`config.mk`:
```
export PLATFORM = sky130hd
export DESIGN_NAME = axis_fir_coef_ctrl
export DESIGN_NICKNAME = d
export VERILOG_FILES = /design/src/rtl/axis_fir_coef_ctrl.sv
export SDC_FILE = /design/constraint.sdc
export NUM_CORES = 1
export LEC_CHECK = 0
export ABC_AREA = 0
export ABC_CLOCK_PERIOD_IN_PS = 2000
export BUFFER_PORTS_ARGS = -buffer_cell sky130_fd_sc_hd__buf_2
export CORE_ASPECT_RATIO = 1.25
export CORE_MARGIN = 5
export CORE_UTILIZATION = 50
export CTS_CLUSTER_DIAMETER = 30
export DETAILED_ROUTE_END_ITERATION = 12
export PLACE_DENSITY = 0.75
export SYNTH_ARGS = -nofsm -noshare
export SYNTH_HDL_FRONTEND = slang
export SYNTH_SLANG_ARGS = --single-unit
```
`constraint.sdc`:
```
create_clock -name aclk -period 2 [get_ports aclk]
set_input_delay 0.1 -clock aclk [delete_from_list [all_inputs] [get_ports aclk]]
set_output_delay 0.1 -clock aclk [all_outputs]
set_load 0.03 [all_outputs]
```
`src/rtl/axis_fir_coef_ctrl.sv`:
```
// Runtime coefficient controller for the 9-tap AXI-Stream FIR.
// Collects a coefficient frame into a shadow bank. Once a complete frame
// has arrived, it closes the sample gate, lets the FIR multiply pipeline
// drain, and then loads the whole active bank in a single cycle.
module axis_fir_coef_ctrl #(
  parameter int data_width = 16,
  parameter int coefficient_width = 16,
  parameter int n_taps = 9,
  parameter int drain_cycles = 2,
  parameter logic [coefficient_width-1:0] coef_reset_b0 = 16'h7FFF
) (
  input  logic                                aclk,
  input  logic                                resetn,
  input  logic [coefficient_width-1:0]        s_cfg_tdata,
  input  logic                                s_cfg_tvalid,
  input  logic                                s_cfg_tlast,
  output logic                                s_cfg_tready,
  input  logic [data_width-1:0]               s_axis_tdata,
  input  logic                                s_axis_tvalid,
  output logic                                s_axis_tready,
  output logic [data_width-1:0]               m_axis_tdata,
  output logic                                m_axis_tvalid,
  output logic [n_taps*coefficient_width-1:0] coef_out,
  output logic                                swap_pulse,
  output logic [7:0]                          swap_count,
  output logic                                cfg_error,
  input  logic                                cfg_error_clr
);

  localparam int IW = $clog2(n_taps + 1);
  localparam int DW = (drain_cycles < 2) ? 1 : $clog2(drain_cycles + 1);
  localparam logic [n_taps*coefficient_width-1:0] COEF_RESET =
    (n_taps*coefficient_width)'(coef_reset_b0);

  typedef enum logic [2:0] {IDLE, LOAD, DISCARD, DRAIN, SWAP} state_t;

  state_t                              r_state;
  state_t                              w_nextState;
  logic [coefficient_width-1:0]        r_shadow [n_taps];
  logic [IW-1:0]                       r_idx;
  logic [DW-1:0]                       r_drain;
  logic [n_taps*coefficient_width-1:0] r_coef;
  logic [7:0]                          r_swapCount;
  logic                                r_cfgError;

  logic w_gate;
  logic w_loading;
  logic w_cfgAccept;
  logic w_lastIdx;
  logic w_setError;

  // The gate is held closed while reset is asserted. It is also closed
  // for the whole drain/swap window, so the FIR never sees a sample
  // weighted by a half-updated bank.
  assign w_gate      = resetn && ((r_state == IDLE) || (r_state == LOAD) || (r_state == DISCARD));
  assign w_loading   = (r_state == IDLE) || (r_state == LOAD);
  assign w_cfgAccept = s_cfg_tvalid && w_gate;
  assign w_lastIdx   = (r_idx == IW'(n_taps - 1));
  // A malformed frame is detected in one of two ways: tlast arrives
  // before the last slot, or the last slot is filled without tlast.
  assign w_setError  = w_cfgAccept && w_loading && (w_lastIdx != s_cfg_tlast);

  assign s_cfg_tready  = w_gate;
  assign s_axis_tready = w_gate;
  assign m_axis_tdata  = s_axis_tdata;
  assign m_axis_tvalid = s_axis_tvalid && w_gate;
  assign coef_out      = r_coef;
  assign swap_pulse    = resetn && (r_state == SWAP);
  assign swap_count    = r_swapCount;
  assign cfg_error     = r_cfgError;

  // State register; any reset drops a partial or pending frame
  always_ff @(posedge aclk) begin
    if (!resetn) r_state <= IDLE;
    else         r_state <= w_nextState;
  end

  // Next-state decode driven by config acceptance and the drain counter
  always_comb begin
    w_nextState = r_state;
    case (r_state)
      IDLE, LOAD: begin
        if (w_cfgAccept) begin
          if (w_lastIdx) w_nextState = s_cfg_tlast ? DRAIN : DISCARD;
          else           w_nextState = s_cfg_tlast ? IDLE : LOAD;
        end
      end
      DISCARD: if (w_cfgAccept && s_cfg_tlast) w_nextState = IDLE;
      DRAIN:   if (r_drain <= DW'(1)) w_nextState = SWAP;
      SWAP:    w_nextState = IDLE;
      default: w_nextState = IDLE;
    endcase
  end

  // Shadow bank fill, drain countdown and single-cycle bank swap
  always_ff @(posedge aclk) begin
    if (!resetn) begin
      for (int k = 0; k < n_taps; k++) r_shadow[k] <= '0;
      r_idx       <= '0;
      r_drain     <= '0;
      r_coef      <= COEF_RESET;
      r_swapCount <= 8'd0;
    end else begin
      if (w_cfgAccept && w_loading) begin
        r_shadow[r_idx] <= s_cfg_tdata;
        r_idx           <= (w_nextState == LOAD) ? r_idx + IW'(1) : '0;
      end
      if (r_state == DRAIN)          r_drain <= r_drain - DW'(1);
      else if (w_nextState == DRAIN) r_drain <= DW'(drain_cycles);
      if (r_state == SWAP) begin
        for (int k = 0; k < n_taps; k++)
          r_coef[k*coefficient_width +: coefficient_width] <= r_shadow[k];
        r_swapCount <= r_swapCount + 8'd1;
        r_idx       <= '0;
      end
    end
  end

  // Sticky malformed-frame flag; a new error takes priority over a clear
  always_ff @(posedge aclk) begin
    if (!resetn)            r_cfgError <= 1'b0;
    else if (w_setError)    r_cfgError <= 1'b1;
    else if (cfg_error_clr) r_cfgError <= 1'b0;
  end

endmodule
```
==> metrics.txt, run 1 <==
DR vias/cell=about 5.3; Post-Synthesis Cells=1088; Int Pwr=0.0118 W; Post-synth EDFFs=144; clock-pin slew of the registers on the worst-case setup and hold paths=60 ps; Final Wtd Congestion=0.843; first-pass GRT wire length=44200 um; hold path cells=4; Port Buffers=178; DR pass1 iterations=5; H-tree depth=2; fin crit period=1930 ps; Post-synth top flop=dfxtp_1; syn avg cell area=11.0 um2; final hold viol count=0; Core Region=23600 um2; Cell Area, Synth=11900 um2; FF-to-FF End=r_shadow[3][0]; total congestion overflow=0; NetSw=0.00334 W; clk_lat worst skew=540 ps; Final Hold Slack=30.0 ps; clock root buffer=clkbuf_16; initial antenna violation count=0; Die H=183 um; design area=approximately 15000 um2; worst-path fanout max=38; vias in the first global route=8041; Clk network pwr share=53.1%; startpoint types=flip-flop; Leak=6.15 nW; drt drc=0; Starting Density=50.4%; DRT iter0 DRCs=505; pwr/cell area=1040 nW/um2; CTS tree=done; clock buffer depth=3; Routed wire per std cell=18.3 um; Final Max Slew Viols=0; Worst-Margin Slew=845 ps; post-detail-place hpwl=17700 um; TNS Setup=0 ps; Worst Path Required=1900 ps; setup slack, reg-to-reg=around 150 ps; GRT Resource Usage Total=20.9%; sequential area share after synthesis=between 60% and 70%; row count=63; Worst setup EP type=output pin; Reg2Reg Depth=6; total clock sinks=around 300; share of cells above drive strength 1=about a quarter; Mapped Nets=1132; Nets=1297; post-route ant nets=0; Worst slew margin=43.6%; Max Cap Viol=0; Synth async-reset ratio=0%; post-synthesis simple-gate area fraction=20.9%; largest family of logic cells by synthesized area=simple AND/OR/NAND/NOR gates; GRT Max-Usage Layer=met2; status=completed; post-synthesis adder-cell area fraction=0.630%; Setup violations, final=0; Sw Share=22.1%; largest net degree at the start of global routing=96; Tcrit/Tclk final=96.4%; grt met2 use=a little over a third; Num CTS Buffers=44; Comb power frac=2.6%; total wire length=29000 um; unique cell type count in the Yosys netlist=42; Yosys Warn Count=0; maximum clock rate=0.519 GHz; GR met3 Demand/Resource=3.55%; mux cell area share after synthesis=0%; Arr. time, crit path=approximately 1800 ps; RSZ-0062 raised after global routing=no; vias post-DR=8321; Worst Setup Path Type=reg2out; Worst VDD drop=0.638 mV; I/O pins=between 200 and 250; P&R area growth vs syn=22.3%; RR Startpoint=r_state[2]; Die Span X=148 um; GR Util met1=26.7%; post-synthesis compound-gate area fraction=9.10%; #FFs+latches synth=306; Flop pwr share=44.4%; Worst Hold Endpoint=r_state[1]; skew final=about 23 ps; Die ar.=~27000 um2; instance area at placement=12900 um2; HP Start=s_cfg_tvalid; XOR/XNOR share of the synthesized area=less than 1%; class of the worst hold path=in2reg; number of diodes=0
==> cell usage after synthesis (2+ instances only) <==
cell        n  area [um2]
a21oi_1     5        25.0
nor2_1      5        18.8
ha_1        6        75.1
a21boi_0  126         946
a31oi_1     3        18.8
nand3_1    18        90.1
nand2_1   308        1160
inv_1       7        26.3
and3_1     87         544
buf_2      26         130
nor2b_1     4        25.0
xor2_1      2        17.5
nor3_2      3        30.0
o21ai_0     2        10.0
a21boi_1    5        37.5
clkbuf_1   29         109
buf_6      18         203
nand4_1     3        18.8
nand2b_1    6        37.5
buf_4      22         165
dfxtp_1   162        3240
xnor2_1     5        43.8
and2_1     74         463
edfxtp_1  144        4320
==> what timing repair did <==
| action | 4_1_cts | 5_1_grt |
|---|---|---|
| gates cloned | 1 | 0 |
| setup endpoints to repair | 1 | 26 |
| pin swaps | 1 | 1 |
| setup buffers | 1 | 2 |
| resized for setup | 0 | 0 |
| hold buffers | 2 | 0 |
| endpoints found under the hold margin | 2 | 0 |
==> flip-flops by register name, summed over array words and instances (netlist names) <==
signal	flops
coef_out	144
r_shadow	144
swap_count	8
r_idx	4
r_state	3
r_drain	2
cfg_error	1
==> per-stage QoR <==
step	worst slack [ps]	total power [W]	cells	util (%)
after floorplan	93.5	0.00707	1088	-
after global placement	157	0.00721	1493	54.6
after detailed placement	153	0.00721	1493	54.6
after CTS	53.2	0.0152	1579	61.6
after global routing	3.76	0.0155	1581	61.6
final	72.0	0.0151	1581	61.6
==> power by group through the flow <==
stage                     clock network, W  logic, W  registers (W)
after floorplan                          0  0.000245        0.00682
after global placement                   0  0.000374        0.00684
after detailed placement                 0  0.000379        0.00684
after CTS                          0.00814  0.000384        0.00670
after global routing               0.00841  0.000412        0.00671
final                              0.00802  0.000390        0.00671
==> worst max-delay path: stages (launching register included) <==
cell and delay [ps]:
dfxtp_1 310, buf_4 160, nor3b_4 250, buf_12 240
and2_1 150, buf_2 190
==> layout make-up <==
cell class              count  area, um2
multi-input cells         679       3720
repair buffers            215       1310
well taps                 292        365
flip-flops and latches    306       7570
fillers                  1872       9080
clock buffers              49       1200
clock inverters            33        373
inverters                   7       26.3
==> worst max-delay path by stage <==
stage	end	slack, ps	from	cells past startpoint
3_3_place_gp	r_shadow[3][6]	160	r_state[2]	5
3_5_place_dp	r_shadow[3][13]	150	r_state[2]	5
5_1_grt	swap_pulse	4	r_state[1]	5
2_1_floorplan	r_shadow[4][0]	90	r_state[1]	6
4_1_cts	swap_pulse	50	r_state[1]	5
6_report	swap_pulse	70	r_state[1]	5
==> placed cells by master, fill, tap and decap left out, types with 4 or more instances in the layout <==
| cell type | netlist | routed |
|---|---|---|
| nand2_1 | 308 | 308 |
| buf_2 | 26 | 177 |
| dfxtp_1 | 162 | 162 |
| edfxtp_1 | 144 | 144 |
| a21boi_0 | 126 | 126 |
| and3_1 | 87 | 87 |
| and2_1 | 74 | 74 |
| clkbuf_16 | 0 | 48 |
| buf_4 | 22 | 26 |
| nand3_1 | 18 | 18 |
| buf_12 | 0 | 9 |
| inv_6 | 0 | 8 |
| inv_1 | 7 | 7 |
| nand2b_1 | 6 | 6 |
| ha_1 | 6 | 6 |
| a21oi_1 | 5 | 5 |
| a21boi_1 | 5 | 5 |
| xnor2_1 | 5 | 5 |
| nor2_1 | 5 | 5 |
| clkinv_4 | 0 | 5 |
| nor2b_1 | 4 | 4 |
| bufinv_16 | 0 | 4 |
==> layer usage <==
layer,wire (um),share of wire (%)
met5,0,0
met4,1270,4.4
met3,1940,6.7
met2,14100,49
met1,11700,40
==> cell families after synthesis <==
logic type,after synthesis
and+or+nand+nor,519
xor gates and xnor gates,7
DFF,306
buffers and inverters,103
AOI/OAI and AO/OA,147
adders and majority gates,6
Note: power is estimated with default switching activity, not from simulation.
==> run 2: changes to the inputs <==
- MAX_ROUTING_LAYER: unset -> met4
- SKIP_CTS_REPAIR_TIMING: unset -> 1
==> run 2 against run 1 <==
  * Flip-flop and latch count did not move
  * Total power about the same
  * Global-route usage increased by 0.27 points
  * Largest power group unchanged
==> metrics.txt, run 2 (same netlist as run 1, synthesis figures left out) <==
worst path cell trace=buf_4, nor3b_4, clkbuf_16, and2_1, buf_2; Worst setup EP type=output pin; placed cell count=1493 (unchanged); commonest cells after routing, fill and taps aside=308 x nand2_1, 177 x buf_2, 162 x dfxtp_1; H-tree depth=2 (unchanged); clock root buffer=clkbuf_16; RR Startpoint=r_state[2]; Setup violations, final=0 (unchanged); total power=0.0151 W (about the same); Worst-Margin Slew=854 ps (+9.14 ps); vias in the first global route=7984 (-0.71%); initial antenna violation count=0 (unchanged); total wire length=29100 um (+0.47%); FF-to-FF End=r_shadow[1][1]; Die Span X=148 um (unchanged); Worst slew margin=43.0% (-0.61 points); Worst Path Required=1900 ps (about the same); GRT Resource Usage Total=21.2% (+0.27 points); fin crit period=1970 ps (+38.3 ps); DR pass1 iterations=7 (+2); commonest non-fill, non-tap cell in the layout=nand2_1; total congestion overflow=0 (unchanged); first-pass GRT wire length=43500 um (-1.5%); Port Buffers=178 (unchanged); status=completed; Tcrit/Tclk final=98.3% (+1.9 points); largest net degree at the start of global routing=96 (unchanged); setup slack, reg-to-reg=160 ps (about the same); Leak=6.15 nW (+0.10%); Starting Density=50.4% (unchanged); crit path max-delay cell type=dfxtp_1; worst-path fanout max=19 (-50%); Final Max Slew Viols=0 (unchanged); maximum clock rate=0.509 GHz (-1.9%); Worst VDD drop=0.638 mV (about the same); post-detail-place hpwl=17700 um (unchanged); number of diodes=0 (unchanged); Final Wtd Congestion=0.857 (+1.6%); Die ar.=27000 um2 (unchanged); P&R area growth vs syn=22.3% (unchanged); Core Region=23600 um2 (unchanged); max incr delay on CP=320 ps (about the same); Post-Layout Cell Count=1583 (+0.13%); clock-pin slew of the registers on the worst-case setup and hold paths=60 ps (about the same); class of the worst hold path=in2reg; critical path depth=5 (unchanged); vias post-DR=8347 (+0.31%); DR vias/cell=5.27 (+0.19%); share of cells above drive strength 1=23.5% (+0.20 points); pwr/cell area=1040 nW/um2 (about the same); total clock sinks=306 (unchanged); CP endpoint=swap_pulse; Max Cap Viol=0 (unchanged); Worst Setup SP=r_state[1]; Nets=1299 (+0.15%); clock buffer depth=3 (unchanged); clk_lat worst skew=540 ps (about the same); startpoint types=flip-flop; CTS tree=done; Reg2Reg Depth=6 (unchanged); drt drc=0 (unchanged); I/O pins=211 (unchanged); Num CTS Buffers=44 (unchanged); DRT iter0 DRCs=655 (+30%); post-route ant nets=0 (unchanged); Arr. time, crit path=1870 ps (+40 ps); Die H=183 um (unchanged); Routed wire per std cell=18.4 um (+0.35%); row count=63 (unchanged); Worst Setup Path Type=reg2out; final hold viol count=0 (unchanged); skew final=23.4 ps (+0.175 ps); Bufs and invs on worst path=3 (unchanged); Crit path max-delay family=buffers and inverters
==> run 2: cell types whose count changed in the layout (fill, tap and decap cells not counted), sizes merged <==
cell,previous run,this run
buf,212,215
bufbuf,1,0
clkbuf,49,50
dlygate4sd3,2,1
==> run 2: area by class of cell <==
type,count,area [um2]
Clock buffer,49,1200
Tap cell,292,365
Timing Repair Buffer,217,1310
Clock inverter,33,373
Fill cell,1874,9080
Sequential cell,306,7570
Multi-Input combinational cell,679,3720
Inverter,7,26.3
==> run 2: power breakdown <==
part	total (W)	switching [W]	internal (W)
Clock	0.00802	0.00303	0.00500
Sequential	0.00671	0.0000410	0.00666
Combinational	0.000387	0.000268	0.000120
Total	0.0151	0.00333	0.0118
==> run 2: through the flow <==
step | hold slack, ps | cell area [um2] | utilization, % | TNS [ps] | worst slack (ps)
after floorplan | 279 | 11900 | - | 0 | 93.5
after global placement | 200 | 12900 | 54.6 | 0 | 157
after detailed placement | 200 | 12900 | 54.6 | 0 | 153
after CTS | -72.7 | 14500 | 61.3 | -105 | -105
after global routing | 34.8 | 14600 | 61.6 | -29.2 | -29.2
final | 18.9 | 14600 | 61.6 | 0 | 33.7
==> run 2: tightest hold or removal path: cells and delay by family <==
family                 cells  cell delay [ps]
AO/OA/AOI/OAI              1              100
buffers and inverters      1              160
AND/OR/NAND/NOR            1              130
==> run 2: per-layer routing <==
layer / GRT usage (%) / up-vias / routed length [um]
li1: - / 4008 / -
met1: 26.7 / 3958 / 11900
met2: 34.0 / 300 / 13900
met3: 3.20 / 81 / 1930
met4: 9.69 / 0 / 1370
met5: - / - / 0
==> run 2: worst min path at each step <==
| stage | start | to | slack (ps) | cells after the start |
|---|---|---|---|---|
| after floorplan | s_cfg_tlast | r_drain[1] | 280 | 2 |
| after global placement | s_axis_tdata[5] | m_axis_tdata[5] | 200 | 0 |
| after detailed placement | s_axis_tdata[5] | m_axis_tdata[5] | 200 | 0 |
| after CTS | cfg_error_clr | cfg_error | -70 | 3 |
| after global routing | s_cfg_tlast | r_idx[3] | 30 | 4 |
| final | s_cfg_tlast | r_drain[1] | 20 | 3 |
==> run 3: changes to the inputs <==
- ABC_CLOCK_PERIOD_IN_PS: 2000 -> 1900
- CORE_UTILIZATION: 50 -> 55
- PLACE_DENSITY: 0.75 -> 0.79
- clock period: 2 -> 1.9 ns (I/O delays scaled with it)
==> run 3 against run 2 <==
  * The run now ends with negative setup slack left
  * Routed wire length fell by 1.4%
  * Utilization up 5.5 points
  * Clock-buffer cell count grew 8
  * Critical path type unchanged
==> metrics.txt, run 3 (same netlist as run 1, synthesis figures left out) <==
worst-path fanout max=29 (+10); Worst slew margin=65.8% (+23 points); FF-to-FF End=r_shadow[4][8]; Leak=6.08 nW (-1.2%); CTS tree=done; vias post-DR=8456 (+1.3%); clock root buffer=clkbuf_16; Post-Layout Cell Count=1576 (-0.44%); class of the worst hold path=in2reg; clk_lat worst skew=530 ps (about the same); Worst-Margin Slew=513 ps (-341 ps); DR pass1 iterations=5 (-2); maximum clock rate=0.516 GHz; post-route ant nets=0 (unchanged); largest net degree at the start of global routing=89 (-7.3%); Tcrit/Tclk final=102%; vias in the first global route=8390 (+5.1%); Port Buffers=178 (unchanged); crit path max-delay cell type=dfxtp_1; pwr/cell area=1060 nW/um2 (+1.8%); fin crit period=1940 ps; Util after Layout=67.1% (+5.5 points); setup slack, reg-to-reg=50 ps (-110 ps); skew final=19.2 ps (-4.21 ps); Routed wire per std cell=18.2 um (-0.99%); first-pass GRT wire length=44800 um (+3.0%); row count=60 (-4.8%); commonest cells after routing, fill and taps aside=308 x nand2_1, 177 x buf_2, 161 x dfxtp_1; RSZ-0062 raised after global routing=yes; I/O pins=211 (unchanged); Setup violations, final=1 (+1); Final Max Slew Viols=0 (unchanged); total congestion overflow=0 (unchanged); Worst setup EP type=output pin; Worst Setup SP=r_state[2]; fin worst setup slack=-39.4 ps (-73.1 ps); Die H=175 um (-4.4%); GRT Resource Usage Total=23.5% (+2.3 points); failing checks=negative setup slack; CP endpoint=swap_pulse; clock buffer depth=3 (unchanged); Die ar.=24700 um2 (-8.5%); DRT iter0 DRCs=680 (+3.8%); initial antenna violation count=0 (unchanged); Worst Path Required=1800 ps (-100 ps); Final Wtd Congestion=0.873 (+1.9%); RR Startpoint=r_state[2]; Reg2Reg Depth=4 (-2); Worst Setup Path Type=reg2out; Die Span X=142 um (-4.3%); Worst VDD drop=0.590 mV (-7.5%); Max Cap Viol=0 (unchanged); Num CTS Buffers=45 (+2.3%); DR vias/cell=5.37 (+1.8%); P&R area growth vs syn=21.0%; startpoint types=flip-flop; final hold viol count=0 (unchanged); Arr. time, crit path=1840 ps (-30 ps); status=finished with violations; commonest non-fill, non-tap cell in the layout=nand2_1; Starting Density=55.5% (+5.1 points); H-tree depth=2 (unchanged); worst path cell trace=buf_4, nor3b_4, buf_12, and2_1, buf_2; Nets=1304 (+0.38%); share of cells above drive strength 1=23.7% (+0.22 points); drt drc=0 (unchanged); placed cell count=1485 (-0.54%); clock-pin slew of the registers on the worst-case setup and hold paths=60 ps (about the same); total wire length=28700 um (-1.4%); Core Region=21500 um2 (-9.2%); dpl ws=23.6 ps (-130 ps); hold path cells=2 (-1); max incr delay on CP=330 ps (about the same); total clock sinks=306 (unchanged); post-detail-place hpwl=17800 um (+0.27%)
-- run 3: through the flow --
stage	hold slack, ps	power [W]	setup TNS (ps)	cell area [um2]
after floorplan	275	0.00744	-42.3	11900
after global placement	190	0.00757	0	12900
after detailed placement	190	0.00758	0	12900
after CTS	-104	0.0153	-197	14300
after global routing	60.8	0.0157	-1050	14400
final	49.6	0.0152	-39.4	14400
-- run 3: area by class of cell --
type	instances	area [um2]
clock buffers	57	1210
multi-input cells	679	3750
repair buffers	221	1280
diodes	1	2.50
fillers	1606	7060
inverters	7	26.3
flip-flops and latches	306	7570
well taps	279	349
clock inverters	26	228
-- run 3: critical path, delay by kind of cell (launching register included) --
kind / cells / cell delay (ps)
buffers and inverters: 3 / 540
flip-flops: 1 / 330
AND/OR/NAND/NOR: 2 / 450
-- run 3: worst min-delay path by stage --
stage,from,endpoint,slack (ps)
after floorplan,s_cfg_tlast,r_drain[1],270
after global placement,s_axis_tdata[5],m_axis_tdata[5],190
after detailed placement,s_axis_tdata[5],m_axis_tdata[5],190
after CTS,cfg_error_clr,cfg_error,-100
after global routing,s_cfg_tdata[15],r_shadow[4][15],60
final,s_cfg_tdata[15],r_shadow[4][15],50
-- run 3: routing by layer --
layer	wire, um	share of wire [%]	vias to the layer above	GRT usage, %
li1	-	-	4008	-
met1	11300	39	4034	28.8
met2	14300	50	327	38.7
met3	1800	6.3	87	3.61
met4	1270	4.4	0	10.4
met5	0	0	-	-
-- run 3: power breakdown --
group	leakage [nW]	internal, W	switching [W]
clock network	0.709	0.00475	0.00302
registers	2.80	0.00702	0.0000425
logic	2.57	0.000117	0.000280
